==> src/rtl/change_dispenser.sv <==
// Greedy coin dispenser: breaks an 8-bit change amount into 10/5/2/1 coins
// through a request/acknowledge hopper handshake, with a sticky hopper-timeout fault.
//
// state  | meaning
// IDLE   | waiting for change_valid; coins_out holds last result
// SELECT | choose largest denomination <= remain
// EJECT  | coin_req high until hopper acks or timeout expires
// DONE   | one-cycle done pulse
// FAULT  | hopper timeout; left only by reset
module change_dispenser #(
  parameter int TIMEOUT = 16
) (
  input  logic       i_clk,
  input  logic       i_rst,
  input  logic [7:0] i_change,
  input  logic       i_change_valid,
  input  logic       i_coin_ack,
  output logic       o_busy,
  output logic       o_coin_req,
  output logic [1:0] o_coin_sel,
  output logic [7:0] o_coins_out,
  output logic       o_done,
  output logic       o_fault
);

  localparam logic [2:0] S_IDLE   = 3'd0;
  localparam logic [2:0] S_SELECT = 3'd1;
  localparam logic [2:0] S_EJECT  = 3'd2;
  localparam logic [2:0] S_DONE   = 3'd3;
  localparam logic [2:0] S_FAULT  = 3'd4;

  localparam int TW = $clog2(TIMEOUT + 1);

  logic [2:0]    r_state;
  logic [7:0]    r_remain;
  logic [7:0]    r_coins_out;
  logic [1:0]    r_coin_sel;
  logic [TW-1:0] r_tmo;

  logic [1:0]    w_sel;
  logic [7:0]    w_denom;

  always_comb begin
    if (r_remain >= 8'd10)     w_sel = 2'd0;
    else if (r_remain >= 8'd5) w_sel = 2'd1;
    else if (r_remain >= 8'd2) w_sel = 2'd2;
    else                       w_sel = 2'd3;
  end

  always_comb begin
    case (r_coin_sel)
      2'd0:    w_denom = 8'd10;
      2'd1:    w_denom = 8'd5;
      2'd2:    w_denom = 8'd2;
      default: w_denom = 8'd1;
    endcase
  end

  // Timeout is a down-counter: loaded with TIMEOUT-1 on the way into EJECT,
  // so terminal count zero coincides with the TIMEOUT-th unacknowledged cycle.
  always_ff @(posedge i_clk or posedge i_rst) begin
    if (i_rst) begin
      r_state     <= S_IDLE;
      r_remain    <= 8'd0;
      r_coins_out <= 8'd0;
      r_coin_sel  <= 2'd0;
      r_tmo       <= '0;
    end else begin
      case (r_state)
        S_IDLE: begin
          if (i_change_valid) begin
            r_remain    <= i_change;
            r_coins_out <= 8'd0;
            r_state     <= (i_change != 8'd0) ? S_SELECT : S_DONE;
          end
        end
        S_SELECT: begin
          r_coin_sel <= w_sel;
          r_tmo      <= TW'(TIMEOUT - 1);
          r_state    <= S_EJECT;
        end
        S_EJECT: begin
          // An ack on the terminal-count cycle takes priority over the fault.
          if (i_coin_ack) begin
            r_remain    <= r_remain - w_denom;
            r_coins_out <= r_coins_out + 8'd1;
            r_state     <= (r_remain == w_denom) ? S_DONE : S_SELECT;
          end else if (r_tmo == '0) begin
            r_state <= S_FAULT;
          end else begin
            r_tmo <= r_tmo - TW'(1);
          end
        end
        S_DONE:  r_state <= S_IDLE;
        S_FAULT: r_state <= S_FAULT;
        default: r_state <= S_IDLE;
      endcase
    end
  end

  assign o_busy      = (r_state == S_SELECT) || (r_state == S_EJECT) || (r_state == S_DONE);
  assign o_coin_req  = (r_state == S_EJECT);
  assign o_coin_sel  = r_coin_sel;
  assign o_coins_out = r_coins_out;
  assign o_done      = (r_state == S_DONE);
  assign o_fault     = (r_state == S_FAULT);

endmodule

==> config.mk <==
export PLATFORM = sky130hd
export DESIGN_NAME = change_dispenser
export DESIGN_NICKNAME = d
export VERILOG_FILES = /design/src/rtl/change_dispenser.sv
export SDC_FILE = /design/constraint.sdc
export NUM_CORES = 1
export LEC_CHECK = 0
export CAP_MARGIN = 0
export CORE_MARGIN = 2
export CORE_UTILIZATION = 48
export DETAILED_ROUTE_END_ITERATION = 8
export HOLD_SLACK_MARGIN = 0.12
export MAX_ROUTING_LAYER = met4
export PLACE_DENSITY = 0.76
export SLEW_MARGIN = 20
export SYNTH_ARGS = -nofsm -noshare
export SYNTH_HDL_FRONTEND = slang
export SYNTH_SLANG_ARGS = --single-unit
==> constraint.sdc <==
create_clock -name i_clk -period 1.7 [get_ports i_clk]
set_input_delay 0.255 -clock i_clk [delete_from_list [all_inputs] [get_ports i_clk]]
set_output_delay 0.255 -clock i_clk [all_outputs]
set_load 0.05 [all_outputs]
==> impl_metrics.env <==
export IMPL_areaGrowthSynthToFinish_pct=47.74
export IMPL_maxSlewHeadroom=0.4916
export IMPL_p_per_area_mw_per_mm2=1528
export IMPL_wl_um=4123
export IMPL_synth_top_cell_by_area="dfrtp_1"
export IMPL_rsz0062_at_grt="yes"
export IMPL_cts_sinks=26
export IMPL_async_flop_share=1.000
export IMPL_cp_startpoint="o_coin_sel[0]$_DFFE_PP0P_"
export IMPL_yosysTopAreaCellShare=0.4050
export IMPL_syn_inst=182
export IMPL_skew_ns=0.004718
export IMPL_io_buffers=25
export IMPL_cp_arrival_ns=2.08
export IMPL_diodes=0
export IMPL_cap_viol_max_count=0
export IMPL_timing_rr_end="r_remain[7]$_DFFE_PP0P_"
export IMPL_violations="negative setup slack"
export IMPL_hold_viol=0
export IMPL_synth_commonest_cells="nor2_1 (27), dfrtp_1 (26), nand2_1 (16)"
export IMPL_vias=1551
export IMPL_fin_crit_ns=1.835
export IMPL_postSynthAreaPerCell_um2=8.827
export IMPL_cts_htree_levels=1
export IMPL_ant_nets=0
export IMPL_yosys_cell_count_top_type="nor2_1"
export IMPL_synth_seq_cells=26
export IMPL_synthTopCellsByArea="dfrtp_1 (40%), nor2_1 (6.3%), ha_1 (5.5%)"
export IMPL_clk_pin_slew_worst_paths_ns=0.15
export IMPL_hpwl_um=2842
export IMPL_r2r_cells=7
export IMPL_ctsHoldBuffers=0
export IMPL_first_pass_iters=4
export IMPL_nets=254
export IMPL_drt_vias_per_instance=5.559
export IMPL_required_ns=1.95
export IMPL_path_class="flip-flop to flip-flop"
export IMPL_setup_tns_ns=-0.5498
export IMPL_worst_slew_pin_slew_ns=0.7556
export IMPL_endpoint="r_remain[7]$_DFFE_PP0P_"
export IMPL_gp_congestion=0.9493
export IMPL_cts_inserted_buffers=3
export IMPL_initialDrtViolationCount=104
export IMPL_routedWlPerCell_um=14.78
export IMPL_grt_ovfl_total=0
export IMPL_synth_warnings=0
export IMPL_seqCellArea_um2=653.1
export IMPL_grt_usage=0.2221
export IMPL_core_mm2=0.003284
export IMPL_multi_input_area_mm2=0.001060
export IMPL_dpl_cell_area_mm2=0.002106
export IMPL_finalCritPeriodShare=1.079
export IMPL_peakVddDrop_mv=0.9458
export IMPL_die_area_mm2=0.003825
export IMPL_die_y_um=61.85
export IMPL_r2r_setup_slack_ns=-0.14
export IMPL_whs_ns=0.2606
export IMPL_status="finished, violations left"
export IMPL_setup_violations=6
export IMPL_worst_slack_ns=-0.1351
export IMPL_antenna_found_initial=0
export IMPL_synth_main_ff_cell="dfrtp_1"
export IMPL_clock_latency_ns=0.34
export IMPL_ys_types=48
export IMPL_grt_max_degree=27
export IMPL_critPathLaunchType="flip-flop"
export IMPL_row_count=21
export IMPL_crit_reg2reg_launch="o_coin_sel[0]$_DFFE_PP0P_"
export IMPL_yosysSeqAreaShare=0.4050
export IMPL_drc=0
export IMPL_die_x_um=61.85
export IMPL_final_area_mm2=0.002374
export IMPL_cts_tree="built"
export IMPL_power_leakage_nw=1.009
export IMPL_start_util=0.4891
export IMPL_clockBufferDepth=2
export IMPL_pin_count=26
export IMPL_grt_pass1_vias=1387
export IMPL_synth_nets=202
export IMPL_fmax_ghz=0.5449
export IMPL_hold_path_class="primary input to async pin"
export IMPL_synth_edf_count=0
export IMPL_grt_pass1_wl_um=6065
export IMPL_nFillCells=242
export IMPL_synthesis_area_mm2=0.001607
export IMPL_path_max_fanout=5
export IMPL_drive_above_1_share=0.3691
export IMPL_crit_path_end_kind="flip-flop"
export IMPL_cts_root_buf="clkbuf_4"
export IMPL_slew_violations=0
-- metrics by stage --
stage / instances / power, W / utilization / setup slack (ns)
after floorplan: 182 / 0.002149 / - / -0.1609
after global placement: 266 / 0.002726 / 0.6411 / -0.1001
after detailed placement: 266 / 0.002798 / 0.6411 / -0.1438
after CTS: 270 / 0.003174 / 0.6590 / -0.1335
after global routing: 279 / 0.003863 / 0.7227 / -0.2088
final: 279 / 0.003627 / 0.7227 / -0.1351
-- cells in the final DEF (no fill, tap or decap), types with 2 or more instances in the layout --
cell type / instances
o21ai_1: 4
nor2_1: 23
buf_6: 2
nor2_2: 3
nor3_1: 4
inv_1: 6
nor3_2: 2
nand2b_1: 3
or2_4: 2
clkbuf_4: 3
inv_2: 2
nand2_1: 16
o22ai_1: 2
and2_1: 2
nand2b_4: 2
buf_4: 39
a211oi_1: 2
clkdlybuf4s50_1: 11
nand3_1: 4
dfrtp_1: 24
a31oi_1: 4
ha_4: 5
ha_1: 2
nor4_1: 3
xnor2_1: 2
buf_12: 5
dfrtp_2: 2
nand4_1: 3
xor2_1: 5
a21oi_1: 13
-- critical path, stage by stage, from the launching register on --
cell	delay (ns)
dfrtp_2	0.46
buf_12	0.14
ha_4	0.21
nor2b_4	0.14
o31ai_4	0.24
nor3b_4	0.26
a31oi_1	0.11
o22a_1	0.18
-- flip-flops by register name, indices dropped and copies added (netlist names) --
register     count
o_coins_out      8
r_remain         8
r_tmo            5
r_state          3
o_coin_sel       2
-- cell families (layout without fill, tap and decap cells) --
logic type,Yosys count,count (layout),share of synthesized area
compound gates,41,41,0.1659
xor+xnor,7,7,0.03816
fa+ha+maj,8,8,0.06698
buf+inv,19,70,0.05841
flops,26,26,0.4050
simple gates,81,81,0.2656
-- area by class of cell --
| cell class | count | share of cell area |
|---|---|---|
| inverter | 9 | 0.01740 |
| tap | 46 | 0.02425 |
| multi-input combinational | 137 | 0.4465 |
| timing repair buffer | 57 | 0.2214 |
| clock buffer | 4 | 0.01529 |
| sequential | 26 | 0.2752 |
-- worst min path at each step --
stage | start | to | slack (ns) | cells past startpoint
6_report | i_rst | r_state[2]$_DFFE_PP0P_ | 0.26 | 3
5_1_grt | i_rst | r_state[2]$_DFFE_PP0P_ | 0.30 | 3
4_1_cts | i_rst | r_state[2]$_DFFE_PP0P_ | 0.28 | 3
3_5_place_dp | o_coins_out[1]$_DFFE_PP0P_ | o_coins_out[1]$_DFFE_PP0P_ | 0.52 | 2
3_3_place_gp | r_tmo[4]$_DFFE_PP0P_ | r_tmo[4]$_DFFE_PP0P_ | 0.50 | 1
2_1_floorplan | i_rst | o_coins_out[0]$_DFFE_PP0P_ | 0.29 | 1
-- report_power, final --
| group | switching, W | total, W | internal (W) |
|---|---|---|---|
| Combinational | 0.00120 | 0.00237 | 0.00116 |
| Sequential | 0.000162 | 0.000927 | 0.000765 |
| Clock | 0.000201 | 0.000333 | 0.000132 |
| Total | 0.00157 | 0.00363 | 0.00206 |
-- per-layer routing --
| metal | vias up | track usage | share of wire |
|---|---|---|---|
| li1 | 739 | - | - |
| met1 | 745 | 0.2688 | 0.42 |
| met2 | 54 | 0.3699 | 0.50 |
| met3 | 13 | 0.03313 | 0.049 |
| met4 | 0 | 0.09119 | 0.033 |
| met5 | - | - | 0 |
-- timing repair --
action,in CTS,in global routing
buffers inserted,0,9
pin swaps,5,12
gates resized for setup,5,25
hold endpoints to repair,0,0
setup endpoints to repair,7,14
Note: power is estimated with default switching activity, not from simulation.
